`src/rtl/reg_file_cc.sv`:
```
// reg_file_cc: LC-3 style register file with NZP condition codes and branch enable.
// Optional write-through forwarding on the read ports when REG_FILE_BYPASS_EN is defined.
module reg_file_cc #(
  parameter  int WIDTH = 16,
  parameter  int NREGS = 8,
  localparam int AW    = $clog2(NREGS)
) (
  input  logic             clk,
  input  logic             Reset,
  input  logic [WIDTH-1:0] Din,
  input  logic             LD_REG,
  input  logic [AW-1:0]    DR,
  input  logic [AW-1:0]    SR1,
  input  logic [AW-1:0]    SR2,
  output logic [WIDTH-1:0] SR1_OUT,
  output logic [WIDTH-1:0] SR2_OUT,
  input  logic             LD_CC,
  input  logic [WIDTH-1:0] CC_In,
  output logic [2:0]       NZP,
  input  logic             LD_BEN,
  input  logic [2:0]       IR_NZP,
  output logic             BEN
);

  logic [WIDTH-1:0] regs [NREGS];
  logic [2:0]       nzp_q;
  logic             ben_q;
  logic             dr_valid;

  // A destination outside the populated range silently drops the write.
  assign dr_valid = (32'(DR) < NREGS);

  always_ff @(posedge clk or posedge Reset) begin
    if (Reset) begin
      for (int i = 0; i < NREGS; i++) regs[i] <= '0;
    end else if (LD_REG && dr_valid) begin
      regs[DR] <= Din;
    end
  end

  // BEN samples the flags before this edge, so a same-edge CC load is not seen.
  always_ff @(posedge clk or posedge Reset) begin
    if (Reset) begin
      nzp_q <= 3'b000;
      ben_q <= 1'b0;
    end else begin
      if (LD_CC) begin
        nzp_q <= {CC_In[WIDTH-1], CC_In == '0, !CC_In[WIDTH-1] && (CC_In != '0)};
      end
      if (LD_BEN) begin
        ben_q <= |(IR_NZP & nzp_q);
      end
    end
  end

  always_comb begin
    SR1_OUT = '0;
    if (32'(SR1) < NREGS) SR1_OUT = regs[SR1];
`ifdef REG_FILE_BYPASS_EN
    if (!Reset && LD_REG && dr_valid && (SR1 == DR)) SR1_OUT = Din;
`endif
  end

  always_comb begin
    SR2_OUT = '0;
    if (32'(SR2) < NREGS) SR2_OUT = regs[SR2];
`ifdef REG_FILE_BYPASS_EN
    if (!Reset && LD_REG && dr_valid && (SR2 == DR)) SR2_OUT = Din;
`endif
  end

  assign NZP = nzp_q;
  assign BEN = ben_q;

endmodule

```
`config.mk`:
```
export PLATFORM = sky130hd
export DESIGN_NAME = reg_file_cc
export DESIGN_NICKNAME = d
export VERILOG_FILES = /design/src/rtl/reg_file_cc.sv
export SDC_FILE = /design/constraint.sdc
export NUM_CORES = 1
export LEC_CHECK = 0
export CAP_MARGIN = 0
export CORE_MARGIN = 2
export CORE_UTILIZATION = 50
export DETAILED_ROUTE_END_ITERATION = 12
export GPL_TIMING_DRIVEN = 0
export MAX_ROUTING_LAYER = met4
export PLACE_DENSITY = 0.73
export SLEW_MARGIN = 20
export SYNTH_ARGS = -nofsm -noshare
export SYNTH_HDL_FRONTEND = slang
export SYNTH_SLANG_ARGS = --single-unit
```
`constraint.sdc`:
```
create_clock -name clk -period 4.9 [get_ports clk]
set_input_delay 0.49 -clock clk [delete_from_list [all_inputs] [get_ports clk]]
set_output_delay 0.49 -clock clk [all_outputs]
set_load 0.1 [all_outputs]
```
Yosys cells after proc, flatten, opt, wreduce, memory -nomap -nowiden
Index checks and enable logic that the tools add are counted.

Bits in writable memories: 0. Input bits: 49. Bits in latches: 0. Register bits after elaboration: 132. Output and inout bits: 36. Bits in read-only memories: 0. Memories: 0. Word-level logic and storage cells: 33.

$mul: 0. Shifts and indexed selects: 0. Divide/modulo/power cells: 0. Bitwise gates (word level): 4. Add/subtract/negate cells: 0. Order comparisons: 4. Multiplexer cells: 9. Eq/ne operators: 0. Reduce and logical (&&, ||, !) cells: 6.

Operators by type and width (count): bitwise mux 128 bit (1); binary-select mux 16 bit (select 3 bit) (2); 2-to-1 mux 16 bit (5); demux 16 bit (select 3 bit) (1); logical NOT 16 bit (1); nonzero test 16 bit (1); greater-or-equal comparator 4 bit (second input constant) (3); NOT 3 -> 4 bit (3); less-than comparator 4 x 1 -> 1 bit (second input constant) (1); bitwise AND 3 bit (1); OR reduction 3 bit (1); logical AND 1 bit (2); logical NOT 1 bit (1).

Depth between registers and ports, before layout
Gate-level depths: netlist of run 1.

Word-level depth: 6. Gate-level depth with buffers: 5. Depth with buffers taken out: 3.

Least setup slack after synthesis of run 1
No wires, ideal clock.

Kind: input port to output port. Start: input SR2[1]. End: output SR2_OUT[12]. Buffers on the path: 2. Data arrival time: 1.765 ns. Required time: 4.410 ns. Stages: 4. Path slack: 2.645 ns. Path through: buf_6 buf_6 mux4_1 mux2_2.

Cells in the longest elaborated chain, start to end: 4.

RTL lines: start, declared (RTL line 14) `input logic [AW-1:0] SR2,`; NOT 3 -> 4 bit (implied by the code) (RTL line 66) `if (32'(SR2) < NREGS) SR2_OUT = regs[SR2];`; binary-select mux 16 bit (select 3 bit) (RTL line 66); 2-to-1 mux 16 bit (implied by the code) (2 in a row) (RTL line 66); end, declared (RTL line 16) `output logic [WIDTH-1:0] SR2_OUT,`.

No other way between the ends. The select of a mux whose other input is x is not followed.

Worst setup path after layout of run 1
Start: input SR1[2]. End: output SR1_OUT[14].

Cells in the longest elaborated chain, start to end: 4.

RTL lines: start, declared (RTL line 13) `input logic [AW-1:0] SR1,`; NOT 3 -> 4 bit (implied by the code) (RTL line 58) `if (32'(SR1) < NREGS) SR1_OUT = regs[SR1];`; binary-select mux 16 bit (select 3 bit) (RTL line 58); 2-to-1 mux 16 bit (implied by the code) (2 in a row) (RTL line 58); end, declared (RTL line 15) `output logic [WIDTH-1:0] SR1_OUT,`.

No other way between the ends. The select of a mux whose other input is x is not followed.

==> summary.md, run 1 <==
| Metric | Value |
|---|---|
| Row count | `43` |
| Slew HR | `0.3460` |
| Ys flop type | `dfrtp_1` |
| Synth unique cells | `29` |
| R2R Path Start | `NZP[0]$_DFFE_PP0P_` |
| WL final | `17130 um` |
| Post-synthesis register bit count | `around 130` |
| Clock root cell | `clkbuf_16` |
| Die Span X | `around 120 um` |
| YS warnings | `0` |
| Reg2Reg Setup Slack | `between 3 and 4 ns` |
| Die Span Y | `123.7 um` |
| Die footprint | `~0.015 mm^2` |
| Global-route met2 utilization | `0.3836` |
| WL/cell | `roughly 24 um` |
| Worst min path class | `in2async` |
| Reg clk slew, reported paths | `~0.05 ns` |
| DR pass1 iterations | `4` |
| Nets@finish | `roughly 560` |
| Remaining DRCs | `0` |
| Sw Ratio | `0.3609` |
| Register area | `approximately 0.0033 mm^2` |
| Bufs on Longest Clock Path | `2` |
| Status | `complete, no violations` |
| Max-cap violations | `0` |
| All-layer global routing usage | `0.2516` |
| Leak Pwr | `3.622 nW` |
| Worst-margin pin slew | `approximately 1 ns` |
| Crit end category | `output pin` |
| Worst reg2reg path depth | `2` |
| TritonCTS clock tree | `done` |
| CP Data Required Time | `around 4.4 ns` |
| VDD IR-drop max | `approximately 0.24 mV` |
| GRT Max-Usage Layer | `met2` |
| Gr ovfl total | `0` |
| EDFF count, synth | `0` |
| Post-CTS setup repair buffer count | `0` |
| Cell internal pwr | `~2.6 mW` |
| Gate Count Post-Synth | `slightly above 400` |
| Clk sink count | `approximately 130` |
| Area of the multi-input gates | `0.003591 mm^2` |
| Sequential share of the synthesized area | `0.4612` |
| Routability cong. | `roughly 0.76` |
| Final Slew Violations | `0` |
| Period utilisation layout | `0.7324` |
| RR Endpoint | `BEN$_DFFE_PP0P_` |
| CTS H-tree lvls | `4` |
| Antenna Nets Post-Route | `0` |
| Syn-to-layout area delta | `21.30%` |
| Final Core Density | `0.6234` |
| RSZ-0062 raised after global routing | `no` |
| Starting Density | `0.5140` |
| Post-Syn Area per Cell | `~17 um^2` |
| Fillers | `around 1000` |
| Largest net degree at the start of global routing | `77` |
| Initial drt markers | `around 350` |
| Vias | `4374` |
| Total CTS buffers | `17` |
| Final hold vios | `0` |
| Number of port buffers | `74` |
| Layout Cells excl Fill | `about 700` |
| Fmax | `approximately 280 MHz` |
| Antenna violations before repair | `0` |
| Vias per cell | `slightly above 6` |
| IO Pins | `85` |
| Crit Path Class | `in2out` |
| Logic pwr share | `0.361` |
| Post-CTS sizing | `0` |
| Power Total | `about 4.1 mW` |
| Switching pwr | `1.488 mW` |
| Met1 Track Usage GR | `0.3445` |
| Placed Cells | `670` |
| Vias in the first global route | `between 4000 and 5000` |
| Share of post-route cells with drive strength above 1 | `0.4894` |
| Max FO, Critical Path | `10` |
| HPWL after DPL | `~11000 um` |
| Post-Syn Area | `0.007162 mm^2` |
| Core box area | `~0.014 mm^2` |
| Worst Skew | `~0.00022 ns` |
| Worst skew pair latency | `0.42 ns` |
| First-pass GRT wire length | `about 27000 um` |
| Async SR Flop Fraction | `1.000` |
| CP startpoint kind | `primary input` |
| Synthesized Nets | `464` |
| # hold bufs at CTS | `0` |
| GRT met3 Usage | `0.04762` |
| WP data arrival | `about 3.1 ns` |
| Diodes inserted | `0` |
| PwrDens | `~470 mW/mm^2` |
| Post-route minimum period | `3.589 ns` |
| Final Setup Violations | `0` |
| Seq pwr share | `0.362` |
| Clock Power Share | `0.276` |
-- cells in the mapped netlist, types with 2 or more instances --
master	n	share of area
buf_1	2	0.0010
mux4_1	31	0.11
inv_1	3	0.0016
nand4b_2	3	0.0063
o21ai_0	2	0.0014
mux2_1	4	0.0063
buf_4	6	0.0063
nor3_4	2	0.0045
nand2_1	2	0.0010
buf_6	12	0.019
nor2_1	2	0.0010
dfrtp_1	132	0.46
buf_2	9	0.0063
nor3b_4	2	0.0052
mux2_2	156	0.25
nor3_1	2	0.0014
mux4_2	33	0.10
-- worst max-delay path: stages --
cell	delay [ns]
clkbuf_1	0.40
buf_1	0.74
mux2_2	0.33
clkdlybuf4s50_1	1.14
-- metal layers --
| layer | vias up | part of all wire | wire length (um) |
|---|---|---|---|
| met5 | - | 0 | 0 |
| met4 | 0 | 0.018 | 301 |
| met3 | 28 | 0.049 | 843 |
| met2 | 153 | 0.49 | 8469 |
| met1 | 2334 | 0.44 | 7516 |
| li1 | 1859 | - | - |
-- cells by family (layout without fill, tap and decap cells) --
family,Yosys count,in the layout,share of synthesized area
multiplexers,224,224,0.4691
AO/OA/AOI/OAI,6,6,0.005765
AND/OR/NAND/NOR,18,18,0.02656
flip-flops,132,132,0.4612
buffers and inverters,35,141,0.03738
-- metrics by stage --
step	area (um^2)	setup WS [ns]	setup TNS (ns)	hold slack (ns)
floorplan	7162	0.8840	0	0.4635
global placement	8128	-0.8611	-112.19	0.4892
detailed placement	8163	1.292	0	0.5024
CTS	8687	1.277	0	0.5094
global route	8687	1.239	0	0.5256
finish	8687	1.311	0	0.5033
-- power by group through the flow --
stage	Clock [mW]	Sequential, mW	Combinational, mW
2_1_floorplan	0	1.46	1.18
3_3_place_gp	0	1.48	1.47
3_5_place_dp	0	1.51	1.50
4_1_cts	1.16	1.49	1.50
5_1_grt	1.21	1.53	1.56
6_report	1.14	1.49	1.49
-- worst max path at each step --
stage | to | startpoint
global route | SR1_OUT[8] | SR1[2]
global placement | BEN$_DFFE_PP0P_ | Reset
detailed placement | SR1_OUT[14] | SR1[2]
CTS | SR1_OUT[14] | SR1[2]
finish | SR1_OUT[14] | SR1[2]
floorplan | BEN$_DFFE_PP0P_ | Reset
-- registers in the layout, summed over array words and instances, names as in the netlist --
name	count
BEN	1
NZP	3
regs	128
-- cell type report --
type                    instances  share of cell area
multi-input cells             248              0.4134
clock buffers                  26             0.05747
flip-flops and latches        132              0.3802
plain buffers                  32             0.02953
inverters                       3            0.002160
clock inverters                 5            0.002881
repair buffers                 75             0.08843
well taps                     180             0.02593
-- cells in the final DEF, fill, tap and decap left out, drive strengths merged, types with 2 or more instances in the layout --
cell type and instances:
clkbuf 28, nor3b 2, mux4 64, inv 3
dfrtp 132, clkdlybuf4s50 74, buf 31, o21ai 2
nand4b 3, nor3 4, mux2 160, nor2 2
nand2 2, clkinv 5
Note: power is estimated with default switching activity, not from simulation.
==> run 2: changes to the inputs <==
==> constraint.sdc (replaced) <==
create_clock -name clk -period 3.5 [get_ports clk]
set_input_delay 0.35 -clock clk [delete_from_list [all_inputs] [get_ports clk]]
set_output_delay 0.35 -clock clk [all_outputs]
set_load 0.1 [all_outputs]
==> summary.md, run 2 (synthesis gave the netlist of run 1 again) <==
| Metric | Value |
|---|---|
| Most common cell after layout, fill and taps aside | `mux2_2` |
| WP buf/inv | `3` |
| Vias in the first global route | `about 4500` |
| Crit end category | `output pin` |
| Largest net degree at the start of global routing | `36` |
| Post-CTS setup repair buffer count | `0` |
| Crit Path Class | `in2out` |
| TritonCTS clock tree | `done` |
| Slowest CP cell | `clkdlybuf4s50_1` |
| Status | `complete, no violations` |
| Vias per cell | `6.240` |
| WL final | `between 15000 and 20000 um` |
| Die Span Y | `123.7 um` |
| Setup TNS Final | `0 ns` |
| All-layer global routing usage | `0.2534` |
| Diodes inserted | `0` |
| CP cell instances | `clkbuf_1 -> buf_1 -> mux2_2 -> clkdlybuf4s50_1` |
| Minimum setup slack after placement | `around 0.15 ns` |
| RR Endpoint | `BEN$_DFFE_PP0P_` |
| Cell family with most CP delay | `buffers and inverters` |
| Critical Path Max Stage Delay | `between 1 and 1.5 ns` |
| Period utilisation layout | `0.9458` |
| Worst-margin pin slew | `0.9819 ns` |
| Final Core Density | `0.6367` |
| Worst min path class | `in2async` |
| Met1 Track Usage GR | `0.3524` |
| Final hold vios | `0` |
| Placed cell area | `approximately 0.008 mm^2` |
| Worst Skew | `a little over 0.004 ns` |
| Fillers | `around 1000` |
| Fmax | `~300 MHz` |
| DR pass1 iterations | `4` |
| # hold bufs at CTS | `0` |
| WL/cell | `between 20 and 25 um` |
| Post-route cell area | `between 0.008 and 0.009 mm^2` |
| Core box area | `0.01393 mm^2` |
| CP Data Required Time | `approximately 3.2 ns` |
| Post-CTS sizing | `0` |
| IO Pins | `85` |
| Die footprint | `0.01530 mm^2` |
| Final setup margin | `~0.19 ns` |
| Starting Density | `0.5140` |
| Antenna Nets Post-Route | `0` |
| First-pass GRT wire length | `around 27000 um` |
| Reg2Reg Setup Slack | `2.48 ns` |
| Top reg by flops | `regs` |
| Antenna violations before repair | `0` |
| Initial drt markers | `between 200 and 300` |
| Bufs on Longest Clock Path | `2` |
| Remaining DRCs | `0` |
| Clk sink count | `roughly 130` |
| Final Slew Violations | `0` |
| Layout Cells excl Fill | `slightly above 700` |
| Global-route met2 utilization | `0.3901` |
| Nets@finish | `561` |
| Placed Cells | `approximately 670` |
| Routability cong. | `approximately 0.78` |
| GRT Max-Usage Layer | `met2` |
| Die Span X | `between 100 and 150 um` |
| CP startpoint kind | `primary input` |
| Share of post-route cells with drive strength above 1 | `0.4990` |
| Clock root cell | `clkbuf_16` |
| Syn-to-layout area delta | `23.88%` |
| Post-route minimum period | `3.310 ns` |
| Total CTS buffers | `17` |
| Largest register FFs | `~130` |
| RSZ-0062 raised after global routing | `no` |
| Number of port buffers | `74` |
| WHS | `between 0.2 and 0.25 ns` |
| Leak Pwr | `between 3 and 4 nW` |
| WP data arrival | `around 3.0 ns` |
| Row count | `43` |
| PwrDens | `just under 700 mW/mm^2` |
| Commonest non-fill, non-tap cells in the layout | `156 x mux2_2, 132 x dfrtp_1, 74 x clkdlybuf4s50_1, 33 x mux4_2, 31 x mux4_1` |
| Final Setup Violations | `0` |
| R2R Path Start | `NZP[0]$_DFFE_PP0P_` |
| Worst skew pair latency | `~0.42 ns` |
| Max FO, Critical Path | `10` |
| Vias | `around 4400` |
| Slew HR | `0.3434` |
| Gr ovfl total | `0` |
| VDD IR-drop max | `0.5018 mV` |
| HPWL after DPL | `11370 um` |
| Max-cap violations | `0` |
| Worst reg2reg path depth | `2` |
| GRT met3 Usage | `0.05357` |
| Power Total | `6.164 mW` |
| Reg clk slew, reported paths | `roughly 0.050 ns` |
| CTS H-tree lvls | `4` |
-- run 2: cell count changes in the layout (fill, tap and decap cells not counted) --
cell,change
bufinv_16,+5
clkinvlp_4,+2
buf_16,-1
clkbuf_1,-3
inv_8,-1
clkinv_2,-2
buf_12,+4
-- run 2: cell type report --
cell class              instances  area (um^2)  area share
multi-input cells             248         3591      0.4047
flip-flops and latches        132         3303      0.3723
repair buffers                 78        820.8     0.09251
clock buffers                  23        488.0     0.05500
plain buffers                  32        256.5     0.02891
well taps                     180        225.2     0.02538
clock inverters                 9        172.7     0.01946
inverters                       3        15.01    0.001692
-- run 2: how the worst max path moves through the flow --
stage / from / endpoint / slack, ns / depth (start not counted)
after floorplan: Reset / BEN$_DFFE_PP0P_ / 1.51 / 1
after global placement: SR1[2] / SR1_OUT[14] / 0.19 / 4
after detailed placement: SR1[2] / SR1_OUT[14] / 0.15 / 4
after CTS: SR1[2] / SR1_OUT[14] / 0.18 / 4
after global routing: SR1[2] / SR1_OUT[14] / 0.10 / 4
final: SR1[2] / SR1_OUT[14] / 0.19 / 4
-- run 2: power breakdown --
group	internal [mW]	switching, mW
logic	0.865	1.23
clock network	1.34	0.640
registers	1.86	0.234
-- run 2: metal layers --
layer / wire (um) / vias up / part of all wire
li1: - / 1874 / -
met4: 127 / 0 / 0.0074
met3: 824 / 15 / 0.048
met2: 8586 / 124 / 0.50
met5: 0 / - / 0
met1: 7717 / 2386 / 0.45
==> run 3: changes to the inputs <==
--- a/config.mk
+++ b/config.mk
@@ -5,13 +5,14 @@
 export SDC_FILE = /design/constraint.sdc
 export NUM_CORES = 1
 export LEC_CHECK = 0
-export CAP_MARGIN = 0
+export ABC_AREA = 1
 export CORE_MARGIN = 2
 export CORE_UTILIZATION = 50
 export DETAILED_ROUTE_END_ITERATION = 12
 export GPL_TIMING_DRIVEN = 0
 export MAX_ROUTING_LAYER = met4
-export PLACE_DENSITY = 0.73
+export PLACE_DENSITY = 0.72
+export RECOVER_POWER = 50
 export SLEW_MARGIN = 20
 export SYNTH_ARGS = -nofsm -noshare
 export SYNTH_HDL_FRONTEND = slang
==> summary.md, run 3 <==
| Metric | Value |
|---|---|
| Slew HR | `0.06179` |
| Final Slew Violations | `0` |
| Power Total | `about 5.5 mW` |
| Starting Density | `0.5164` |
| WP data arrival | `approximately 2.7 ns` |
| Die Span X | `127.0 um` |
| Nets@finish | `1283` |
| Antenna Nets Post-Route | `0` |
| Fmax | `roughly 330 MHz` |
| Most common cell after layout, fill and taps aside | `nand2_1` |
| Clock root cell | `clkbuf_16` |
| Die Span Y | `roughly 130 um` |
| Post-CTS setup repair buffer count | `0` |
| Fillers | `between 1000 and 1500` |
| List of most frequent post-synthesis cells | `463 x nand2_1, 139 x o21ai_0, 132 x dfrtp_1` |
| CP Data Required Time | `roughly 3.2 ns` |
| Crit Path Class | `in2out` |
| Register area | `0.003303 mm^2` |
| Core box area | `roughly 0.015 mm^2` |
| Worst reg2reg path depth | `2` |
| WL final | `around 26000 um` |
| WL/cell | `18.34 um` |
| Final hold vios | `0` |
| Async SR Flop Fraction | `1.000` |
| Commonest non-fill, non-tap cells in the layout | `463 x nand2_1, 155 x o21ai_0, 132 x dfrtp_1, 123 x inv_1, 98 x nand3_1` |
| Most common cell in the synthesized netlist | `nand2_1` |
| Max-cap violations | `0` |
| All-layer global routing usage | `0.3420` |
| Antenna violations before repair | `0` |
| Post-route minimum period | `3.059 ns` |
| Synthesized Nets | `around 1200` |
| VDD IR-drop max | `0.4739 mV` |
| Area of the multi-input gates | `0.003413 mm^2` |
| RSZ-0062 raised after global routing | `no` |
| Largest register FFs | `around 130` |
| Gr ovfl total | `0` |
| CTS H-tree lvls | `4` |
| Post-Syn Area per Cell | `6.675 um^2` |
| Ys flop type | `dfrtp_1` |
| Worst-margin pin slew | `between 1 and 1.5 ns` |
| IO Pins | `85` |
| Initial drt markers | `just over 1000` |
| Top reg by flops | `regs` |
| Crit end category | `output pin` |
| Post-synthesis register bit count | `132` |
| Top cells by area, synth | `dfrtp_1 44%, nand2_1 23%, o21ai_0 9.2%, nand3_1 6.5%, inv_1 6.1%` |
| Synth top area share | `0.4368` |
| Max FO, Critical Path | `10` |
| DR pass1 iterations | `6` |
| Synth area leader | `dfrtp_1` |
| Setup TNS Final | `0 ns` |
| Bufs on Longest Clock Path | `2` |
| Die footprint | `around 0.016 mm^2` |
| First-pass GRT wire length | `~40000 um` |
| Syn-to-layout area delta | `22.07%` |
| YS warnings | `0` |
| Placed cell area | `a little under 0.009 mm^2` |
| Diodes inserted | `0` |
| Final Setup Violations | `0` |
| Largest net degree at the start of global routing | `32` |
| HPWL after DPL | `18800 um` |
| Routability cong. | `a little under 1` |
| Post-Syn Area | `about 0.0076 mm^2` |
| CP startpoint kind | `primary input` |
| Final setup margin | `between 0.4 and 0.5 ns` |
| Period utilisation layout | `0.8739` |
| Number of port buffers | `just under 80` |
| Worst skew pair latency | `around 0.43 ns` |
| PwrDens | `597.0 mW/mm^2` |
| Vias | `approximately 8100` |
| Share of post-route cells with drive strength above 1 | `0.06897` |
| Reg clk slew, reported paths | `around 0.06 ns` |
| Worst Skew | `approximately 0.0051 ns` |
| Clk sink count | `~130` |
| Row count | `44` |
| # hold bufs at CTS | `0` |
| TritonCTS clock tree | `done` |
| Leak Pwr | `4.801 nW` |
| Post-CTS sizing | `0` |
| Vias per cell | `approximately 5.7` |
| Post-route cell area | `roughly 0.009 mm^2` |
| Sequential share of the synthesized area | `0.4368` |
| Remaining DRCs | `0` |
| EDFF count, synth | `0` |
| Minimum setup slack after placement | `roughly 0.5 ns` |
| Hold path depth | `2` |
| Vias in the first global route | `roughly 7800` |
| Total CTS buffers | `17` |
| Gate Count Post-Synth | `approximately 1100` |
| Status | `complete, no violations` |
| Synth unique cells | `20` |
| Worst min path class | `reg2reg` |
-- run 3: cell families (layout without fill, tap and decap cells) --
logic type / Yosys count / in the layout / share of synthesized area
and+or+nand+nor: 608 / 608 / 0.3205
DFF: 132 / 132 / 0.4368
buffers and inverters: 197 / 311 / 0.1092
AOI/OAI and AO/OA: 196 / 196 / 0.1335
-- run 3: power breakdown --
group	internal, mW	leakage, nW	switching (mW)
Sequential	1.81	1.65	0.160
Clock	1.16	0.296	0.719
Combinational	0.474	2.85	1.19
Total	3.44	4.80	2.07
-- run 3: area by class of cell --
cell class / count / share of cell area
multi-input combinational: 804 / 0.3697
tap: 184 / 0.02494
clock inverter: 12 / 0.01681
sequential: 132 / 0.3578
timing repair buffer: 82 / 0.09325
clock buffer: 20 / 0.04947
inverter: 127 / 0.05232
buffer: 70 / 0.03565
-- run 3: worst paths after layout --
kind,startpoint,end,slack [ns]
worst max-delay path,SR1[1],SR1_OUT[11],0.44
worst min-delay path,regs[92]$_DFFE_PP0P_,regs[92]$_DFFE_PP0P_,0.48
worst max register to register,regs[14]$_DFFE_PP0P_,regs[14]$_DFFE_PP0P_,2.74
worst min register to register,regs[92]$_DFFE_PP0P_,regs[92]$_DFFE_PP0P_,0.48
max in group asynchronous,Reset,regs[86]$_DFFE_PP0P_,0.95
min in group asynchronous,Reset,BEN$_DFFE_PP0P_,0.68
-- run 3: per-layer routing --
layer	track usage	vias up	wire length, um
met1	0.4546	3804	10980
met4	0.1454	0	1047
li1	-	3739	-
met2	0.5035	489	11480
met3	0.08333	91	2735
met5	-	-	0
-- run 3: critical path: stages --
cell             delay [ns]
buf_2                  0.18
clkbuf_1               0.56
nand3_1                0.17
o21ai_0                0.12
nand2_1                0.07
nand2_1                0.12
clkdlybuf4s50_1        1.14
-- run 3: per-stage QoR --
step	std cells	hold slack (ns)	utilization
finish	1431	0.4826	0.6304
global placement	1395	0.4666	0.5857
floorplan	1133	0.4464	-
detailed placement	1399	0.4684	0.5922
CTS	1431	0.3921	0.6340
global route	1431	0.5042	0.6304
